--- src/rtl/dice_bank_controller.sv ---
// -----------------------------------------------------------------------------
// dice_bank_controller
//
// Captures a bank of NUM_DICE free-running 3-bit die counters when the player
// presses the roll button. Dice the player holds keep their stored value, but
// only once they have been rolled at least once this turn. Up to MAX_ROLLS rolls
// are accepted per turn. A new_turn pulse clears the bank.
//
// Optional feature, enabled by defining DICE_ROLL_ANIM_EN:
//   An accepted roll starts an animation of ANIM_CYCLES clocks. During the
//   animation the non-held dice follow the running values and busy is high.
//   The value seen on the last animation cycle is the final one. rolled and
//   roll_count update when the animation ends.
//   When the macro is undefined there is no animation state and no counter,
//   and busy is tied low.
//
// Ports
//   clk            in   clock, rising edge
//   rst_n          in   asynchronous active-low reset
//   roll_btn       in   debounced roll request level (rising edge = request)
//   new_turn       in   one-cycle turn clear (has priority over a request)
//   hold_mask      in   [NUM_DICE]   bit i = 1 keeps die i on the next roll
//   running_value  in   [3*NUM_DICE] free-running die i value at [3i+2:3i]
//   stored_values  out  [3*NUM_DICE] captured die i value at [3i+2:3i]
//   rolled         out  [NUM_DICE]   die i has been captured this turn
//   roll_count     out  accepted rolls this turn
//   turn_done      out  roll_count has reached MAX_ROLLS
//   busy           out  roll animation in progress
// -----------------------------------------------------------------------------
module dice_bank_controller #(
  parameter int NUM_DICE    = 3,
  parameter int MAX_ROLLS   = 3,
  parameter int ANIM_CYCLES = 8
) (
  input  logic                           clk,
  input  logic                           rst_n,
  input  logic                           roll_btn,
  input  logic                           new_turn,
  input  logic [NUM_DICE-1:0]            hold_mask,
  input  logic [3*NUM_DICE-1:0]          running_value,
  output logic [3*NUM_DICE-1:0]          stored_values,
  output logic [NUM_DICE-1:0]            rolled,
  output logic [$clog2(MAX_ROLLS+1)-1:0] roll_count,
  output logic                           turn_done,
  output logic                           busy
);

  localparam int CW = $clog2(MAX_ROLLS + 1);

  // Reject out-of-range configurations at elaboration time.
  if (NUM_DICE < 1 || NUM_DICE > 8) begin : g_bad_num_dice
    $error("dice_bank_controller: NUM_DICE must be 1..8");
  end
  if (MAX_ROLLS < 1 || MAX_ROLLS > 15) begin : g_bad_max_rolls
    $error("dice_bank_controller: MAX_ROLLS must be 1..15");
  end
  if (ANIM_CYCLES < 2 || ANIM_CYCLES > 255) begin : g_bad_anim_cycles
    $error("dice_bank_controller: ANIM_CYCLES must be 2..255");
  end

  typedef enum logic [1:0] {
    IDLE  = 2'd0,  // no roll yet this turn
    READY = 2'd1,  // 1..MAX_ROLLS-1 rolls taken
    DONE  = 2'd2   // MAX_ROLLS rolls taken, further presses ignored
`ifdef DICE_ROLL_ANIM_EN
    ,
    ANIM  = 2'd3   // animation running
`endif
  } state_t;

  state_t                state;
  logic                  roll_btn_q;
  logic                  roll_req;
  logic [CW-1:0]         count_inc;
  logic [NUM_DICE-1:0]   keep;
  logic [3*NUM_DICE-1:0] clamped;
  logic [3*NUM_DICE-1:0] capture_next;

`ifdef DICE_ROLL_ANIM_EN
  logic [7:0]            anim_cnt;
  logic [NUM_DICE-1:0]   held_q;
  logic                  busy_q;
`endif

  // Map the 3-bit counter onto die faces: 0 reads as 1, 7 reads as 6.
  function automatic logic [2:0] clamp_die(input logic [2:0] v);
    case (v)
      3'd0:    clamp_die = 3'd1;
      3'd7:    clamp_die = 3'd6;
      default: clamp_die = v;
    endcase
  endfunction

  assign roll_req  = roll_btn & ~roll_btn_q;
  assign count_inc = roll_count + CW'(1);
  assign turn_done = (state == DONE);

`ifdef DICE_ROLL_ANIM_EN
  // The hold pattern is frozen at acceptance so the animation is stable.
  assign keep = held_q;
  assign busy = busy_q;
`else
  // A hold only counts on a die that already has a value this turn.
  assign keep = hold_mask & rolled;
  assign busy = 1'b0;
`endif

  always_comb begin
    // NOTE: defaults first so every path assigns these and no latch is inferred.
    clamped      = '0;
    capture_next = stored_values;
    for (int i = 0; i < NUM_DICE; i++) begin
      clamped[3*i +: 3] = clamp_die(running_value[3*i +: 3]);
      if (!keep[i]) capture_next[3*i +: 3] = clamped[3*i +: 3];
    end
  end

  // NOTE: sequential state uses non-blocking assignments so every register
  // samples the pre-edge values of the others.
  always_ff @(posedge clk or negedge rst_n) begin
    if (!rst_n) begin
      // NOTE: all state, including the stored dice values, is reset so that a
      // reset in the middle of a roll leaves no partial capture behind.
      state         <= IDLE;
      roll_btn_q    <= 1'b0;
      stored_values <= '0;
      rolled        <= '0;
      roll_count    <= '0;
`ifdef DICE_ROLL_ANIM_EN
      anim_cnt      <= '0;
      held_q        <= '0;
      busy_q        <= 1'b0;
`endif
    end else begin
      roll_btn_q <= roll_btn;
      if (new_turn) begin
        // Clearing the turn wins over any request in the same cycle.
        state         <= IDLE;
        stored_values <= '0;
        rolled        <= '0;
        roll_count    <= '0;
`ifdef DICE_ROLL_ANIM_EN
        anim_cnt      <= '0;
        held_q        <= '0;
        busy_q        <= 1'b0;
`endif
      end else begin
        case (state)
          IDLE, READY: begin
            if (roll_req) begin
`ifdef DICE_ROLL_ANIM_EN
              held_q   <= hold_mask & rolled;
              anim_cnt <= 8'(ANIM_CYCLES - 1);
              busy_q   <= 1'b1;
              state    <= ANIM;
`else
              stored_values <= capture_next;
              rolled        <= '1;
              roll_count    <= count_inc;
              state         <= (count_inc == CW'(MAX_ROLLS)) ? DONE : READY;
`endif
            end
          end
`ifdef DICE_ROLL_ANIM_EN
          ANIM: begin
            // Non-held dice track the running value on every animation cycle;
            // the capture on the final cycle is the one that sticks.
            stored_values <= capture_next;
            if (anim_cnt == 8'd0) begin
              rolled     <= '1;
              roll_count <= count_inc;
              busy_q     <= 1'b0;
              state      <= (count_inc == CW'(MAX_ROLLS)) ? DONE : READY;
            end else begin
              anim_cnt <= anim_cnt - 8'd1;
            end
          end
`endif
          DONE:    ;  // wait for new_turn
          default: state <= IDLE;
        endcase
      end
    end
  end

endmodule

--- config.mk ---
export PLATFORM = sky130hd
export DESIGN_NAME = dice_bank_controller
export DESIGN_NICKNAME = d
export VERILOG_FILES = /design/src/rtl/dice_bank_controller.sv
export SDC_FILE = /design/constraint.sdc
export NUM_CORES = 1
export LEC_CHECK = 0
export CAP_MARGIN = 10
export CORE_AREA = 4 4 47 49
export CTS_CLUSTER_SIZE = 30
export DETAILED_ROUTE_END_ITERATION = 8
export DIE_AREA = 0 0 51 53
export PLACE_DENSITY = 0.84
export SETUP_SLACK_MARGIN = 0.1
export SYNTH_ARGS = -nofsm -noshare
export SYNTH_HDL_FRONTEND = slang
export SYNTH_SLANG_ARGS = --single-unit
--- constraint.sdc ---
create_clock -name clk -period 3.16 [get_ports clk]
set_input_delay 0.474 -clock clk [delete_from_list [all_inputs] [get_ports clk]]
set_output_delay 0.474 -clock clk [all_outputs]
set_load 0.02 [all_outputs]
### Word-level counts from Yosys, hierarchy flattened

Cells that the tools add are included.

| word-level totals | value |
|---|---|
| output and inout bits | 16 |
| bits in registers | 17 |
| logic and storage cells | 53 |

| operators by class | value |
|---|---|
| reductions and logical operators | 12 |
| bitwise gates (word level) | 3 |
| equal/unequal tests | 11 |
| add/sub/neg operators | 1 |
| multiplexer cells | 19 |

Operator list:

| kind | count |
|---|---|
| 9-bit 2-to-1 mux | 3 |
| 3-bit 2-to-1 mux | 6 |
| 3-bit case mux with 2 select lines | 3 |
| 2-bit 2-to-1 mux | 6 |
| 3-bit equality test (second input constant) | 3 |
| 3-bit zero test | 3 |
| 3-bit AND reduction | 3 |
| 2-bit by 1-bit != test with 1-bit output (second input constant) | 3 |
| 2-bit equality test (second input constant) | 2 |
| 2-bit case mux with 2 select lines | 1 |
| 2-bit AND reduction | 2 |
| 2-bit nonzero test | 2 |
| 3-bit AND | 1 |
| 3-bit != test (second input constant) | 1 |
| 2-bit by 1-bit adder with 2-bit output (second input constant) | 1 |
| 2-bit by 1-bit equality test with 1-bit output (second input constant) | 1 |
| 2-bit zero test | 1 |
| 2-bit != test (second input constant) | 1 |
| 2-bit OR reduction | 1 |
| 1-bit AND | 1 |
| 1-bit NOT | 1 |

### Longest topological paths before layout

Gate-level depths: netlist of the first run.

| depth | value |
|---|---|
| word-level depth | 6 |
| depth in mapped cells | 5 |

### Worst setup path before layout of the first run

No wires, ideal clock.

| timing path | value |
|---|---|
| path kind | register to output |
| from | register state[1] |
| to | output port turn_done |
| data arrival time | 795 ps |
| data required time | 2,686 ps |
| stages on the path, launching flop included | 2 |
| slack | 1,891 ps |
| cell sequence | dfrtp_1 -> nor2b_1 |

| on the way | value |
|---|---|
| longest elaborated chain between the ends | 1 |

Ends and longest elaborated chain:

| what | line | source |
|---|---|---|
| start, declared | 71 | `state_t state;` |
| start signal, assigned | 160 | `state <= (count_inc == CW'(MAX_ROLLS)) ? DONE : READY;` |
| 2-bit equality test | 96 | `assign turn_done = (state == DONE);` |
| end, declared | 44 | `output logic turn_done,` |

Every way passes these cells.

### Worst setup path in the final report of the first run

Same ends and word-level chain as after synthesis.

==> results of run 1 <==
==> worst max-delay path: stages (launching register included) <==
cell and delay [ns]:
dfrtp_1 0.45, nor2b_1 0.21, clkdlybuf4s50_1 0.63
==> synthesized netlist by cell type (2+ instances only) <==
cell type  number  area [sq um]
inv_1           5          18.8
nand3_1         6          30.0
buf_4           3          22.5
nor2_1          4          15.0
dfrtp_1        15           375
nand2_1         7          26.3
maj3_1          2          20.0
a21bo_2         6          60.1
a21oi_1        12          60.1
a311oi_1        2          17.5
==> metal layers <==
metal	vias up	GRT usage (%)
li1	313	-
met5	-	0
met4	0	3.59
met2	20	27.5
met1	311	15.9
met3	0	2.82
==> cell type report <==
class                   instances  area (sq um)
fillers                       159           785
flip-flops and latches         15           375
multi-input cells              49           322
repair buffers                 30           300
well taps                      27          33.8
clock buffers                   3          22.5
inverters                       5          18.8
clock inverters                 1          5.00
==> how the worst min path moves through the flow <==
stage | startpoint | to | slack (ns) | depth (start not counted)
floorplan | rst_n | roll_btn_q | 0.18 | 0
global placement | state[1] | state[0] | 0.53 | 1
detailed placement | roll_count[0] | roll_count[0] | 0.54 | 2
CTS | roll_count[0] | roll_count[0] | 0.56 | 2
global route | roll_count[0] | roll_count[0] | 0.56 | 2
finish | roll_count[0] | roll_count[0] | 0.55 | 2
==> sequential cells by signal, indices dropped and copies added (netlist names) <==
name,count
stored_values,9
roll_btn_q,1
rolled,1
roll_count,2
state,2
==> power breakdown <==
group | switching, mW | internal [mW]
clock | 0.0624 | 0.0468
combinational | 0.0446 | 0.0486
sequential | 0.00733 | 0.202
total | 0.114 | 0.297
==> cell families after synthesis <==
kind of cell	after synthesis	synth area share, %
AOI/OAI and AO/OA	22	21.0
and+or+nand+nor	22	15.3
DFF	15	49.5
buffers and inverters	11	8.08
adders and majority gates	3	4.29
muxes	1	1.32
other	1	0.495
==> metrics by stage <==
step	util (%)	total power [mW]	setup slack (ns)	instances
after global placement	56.4	0.304	1.02	126
after detailed placement	56.4	0.307	0.926	126
final	57.9	0.411	1.13	130
after floorplan	-	0.261	1.89	75
after global routing	57.9	0.434	1.00	130
after CTS	57.9	0.416	1.12	130
==> impl_metrics.yaml, run 1 <==
synth:
  synth_nets: 92
  syn_area_sq_um: 758
  synthCells: 75
  synth-async-reset-ratio_pct: 100
  synth-edff-count: 0
  ys_warn_count: 0
  synthFlopType: "dfrtp_1"
  yosys_register_bits: 15
  syn_avg_cell_area_sq_um: 10.1
  ys_seq_area_share_pct: 49.5
  synth_cell_types: 23
finish:
  layout.nets: 121
  areaGrowthSynthToFinish_pct: 42.1
  final_area_sq_um: 1080
  final_common_cell: "clkdlybuf4s50_1"
  mostFrequentLayoutCells: "clkdlybuf4s50_1 (30), dfrtp_1 (15), a21oi_1 (12), nand2_1 (7)"
  drive_gt1_share_pct: 12.6
  num_antenna_cells: 0
critical_path:
  arrival_ns: 1.55
  cp-endpoint: "turn_done"
  ff2ff_setup_slack_ns: 1.47
  crit_path_start: "state[1]"
  cp.required_ns: 2.69
  critPathCaptureType: "output pin"
  criticalPathCategory: "flop to output pin"
  cp_max_fo: 5
  reg2reg_to: "stored_values[3]"
  r2r_cells: 3
  rr_startpoint: "state[1]"
  critPathLaunchType: "flop"
floorplanning:
  dieArea_sq_um: 2700
  die_y_microns: 53
  die_w_microns: 51
  pin_count: 32
  initial_utilization_pct: 40.7
  coreArea_sq_um: 1860
  rows: 16
place:
  place.gp.congestion: 0.700
  hpwlAfterDp_mm: 1.28
  placement.io_buffers: 30
  place_area_sq_um: 1050
timing:
  tightest_slew_ns: 0.803
  setup_violations: 0
  fmax_mhz: 493
  slew_viol_final: 0
  slew_headroom_pct: 46.4
  hold_viol: 0
  fin_crit_ns: 2.03
  holdWs_ns: 0.551
  rsz0062_at_grt: "false"
  finalClockSkew_ns: 0.00306
  fin_tns_setup_ns: 0
  period_share_pct: 64.2
detailed_routing:
  routedWlPerCell_microns: 12.8
  met2_length_microns: 872
  met3WireLength_microns: 80
  final_antenna_net_count: 0
  drt_iter0_drc: 7
  viasPerCell: 4.95
  route.detailed.drc: 0
  routed_wl_mm: 1.66
  top_layer: "met3"
  vias: 644
  wl_met1_microns: 705
  dr.pass1.iters: 4
cts:
  cts_root_buffer: "clkbuf_4"
  htreeDepth: 1
  cts_num_sinks: 15
  tritoncts: "yes"
  hold_buffers: 0
  post_cts_resized: 0
  clk_latency_ns: 0.27
  cts_setup_buffers: 0
  clkTransAtPathRegs_ns: 0.09
  clockBufferDepth: 2
  cts-buffers-inserted: 3
pwr:
  ir_drop_uv: 250
  power_density_nw_per_um2: 382
  leakagePower_nw: 0.445
run:
  cap_viol_max_count: 0
grt:
  grt_pass1_wl_mm: 2.95
  grt_max_degree: 23
  grt-ovfl-total: 0
  grt_pass1_vias: 713
  antenna_found_initial: 0
  grtUsageTotal_pct: 14.3
outcome:
  status: "finished clean"
min_path:
  hp-class: "flop to flop"
Note: power is estimated with default switching activity, not from simulation.
==> run 2, diff against run 1 <==
CORE_AREA = 4 4 49 51   (was 4 4 47 49)
DIE_AREA = 0 0 53 55   (was 0 0 51 53)
PLACE_DENSITY = 0.78   (was 0.84)
clock period = 2 ns   (was 3.16 ns; I/O delays follow)
==> impl_metrics.yaml, run 2 (synthesis gave the netlist of run 1 again) <==
outcome:
  status: "finished clean"
cts:
  cts_root_buffer: "clkbuf_4"
  cts_num_sinks: 15
  clockBufferDepth: 2
  htreeDepth: 1
  tritoncts: "yes"
  clkTransAtPathRegs_ns: 0.10
  clk_latency_ns: 0.29
  hold_buffers: 0
  cts-buffers-inserted: 3
detailed_routing:
  drt_iter0_drc: 3
  routed_wl_mm: 1.64
  routedWlPerCell_microns: 12.5
  route.detailed.drc: 0
  vias: 641
  dr.pass1.iters: 2
  final_antenna_net_count: 0
  viasPerCell: 4.89
finish:
  largest_reg_flops: 9
  areaGrowthSynthToFinish_pct: 43.4
  final_common_cell: "clkdlybuf4s50_1"
  fin_cells: 131
  regMostFlops: "stored_values"
  reg.largest.list: "stored_values x9, roll_count x2, state x2"
  fin_util_pct: 56.0
  final_area_sq_um: 1090
  mostFrequentLayoutCells: "clkdlybuf4s50_1 (29), dfrtp_1 (15), a21oi_1 (12), nand2_1 (7)"
  drive_gt1_share_pct: 13.5
  num_antenna_cells: 0
  layout.nets: 122
timing:
  holdWs_ns: 0.410
  rsz0062_at_grt: "false"
  period_share_pct: 86.0
  fmax_mhz: 581
  finalClockSkew_ns: 0.00358
  fin_crit_ns: 1.72
  slew_viol_final: 0
  tightest_slew_ns: 0.666
  slew_headroom_pct: 55.4
  fin_tns_setup_ns: 0
  setup_ws_ns: 0.280
  setup_violations: 0
  hold_viol: 0
grt:
  grt_pass1_wl_mm: 2.54
  grt_pass1_vias: 616
  antenna_found_initial: 0
  grt-ovfl-total: 0
  grt_max_degree: 23
  grtUsageTotal_pct: 12.3
pwr:
  leakagePower_nw: 0.468
  comb_power_share_pct: 22.6
  p_switching_mw: 0.187
  seqPwrFrac_pct: 50.1
  clkPwrFrac_pct: 27.3
  switching_share_pct: 28.4
  power.internal_mw: 0.471
  power_density_nw_per_um2: 605
  ir_drop_uv: 344
  finalPower_mw: 0.658
place:
  place_inst: 127
  pre_cts_slack_ns: 0.294
  place.gp.congestion: 0.733
  placement.io_buffers: 30
  place_area_sq_um: 1060
  hpwlAfterDp_mm: 1.25
critical_path:
  critPathCaptureType: "output pin"
  critPathLaunchType: "flop"
  cp_max_fo: 7
  arrival_ns: 1.42
  path_buf_inv: 1
  criticalPathCategory: "flop to output pin"
  crit_chain: "clkdlybuf4s50_1"
  cp.required_ns: 1.70
  crit_family: "buffers and inverters"
  slowest_delay_ns: 0.66
  cp_slowest_cell: "clkdlybuf4s50_1"
floorplanning:
  coreArea_sq_um: 1940
  rows: 16
  pin_count: 32
  initial_utilization_pct: 39.0
  die_y_microns: 55
  dieArea_sq_um: 2920
  die_w_microns: 53
min_path:
  hp-class: "input pin to async pin"
run:
  cap_viol_max_count: 0
run 2: final timing paths:
kind	to	startpoint	depth (start not counted)	slack (ns)
max	rolled[2]	rolled[1]	1	0.28
min	state[1]	rst_n	1	0.41
max reg2reg	stored_values[3]	state[1]	4	0.63
min reg2reg	roll_count[0]	roll_count[0]	2	0.56
max in group asynchronous	stored_values[5]	rst_n	1	1.17
min in group clk	roll_btn_q	roll_btn	1	0.48
run 2: power groups by stage:
stage | logic (mW) | clock network, mW | registers (mW)
6_report | 0.149 | 0.179 | 0.330
5_1_grt | 0.160 | 0.196 | 0.333
4_1_cts | 0.151 | 0.180 | 0.330
3_5_place_dp | 0.150 | 0 | 0.336
3_3_place_gp | 0.147 | 0 | 0.336
2_1_floorplan | 0.0607 | 0 | 0.351
run 2: timing repair:
item	in CTS	in global routing
endpoints found under the setup margin	0	1
buffers inserted	0	0
gates resized for setup	0	1
run 2: cell type report:
class                   instances  area [sq um]
clock inverters                 1          5.00
inverters                       5          18.8
clock buffers                   3          22.5
multi-input cells              49           322
flip-flops and latches         15           375
well taps                      27          33.8
repair buffers                 31           310
fillers                       185           855
run 2: layer usage:
metal  wire length, microns  vias to the layer above  global-route usage [%]
met4                     39                        0                    7.66
met3                    107                        5                    3.22
li1                       -                      313                       -
met2                    791                       22                    20.9
met5                      0                        -                       0
met1                    701                      301                    13.7
==> run 3, diff against run 2 <==
CAP_MARGIN = unset   (was 10)
==> results of run 3 <==
The final DEF is identical to that of run 2; final timing and power are the same.
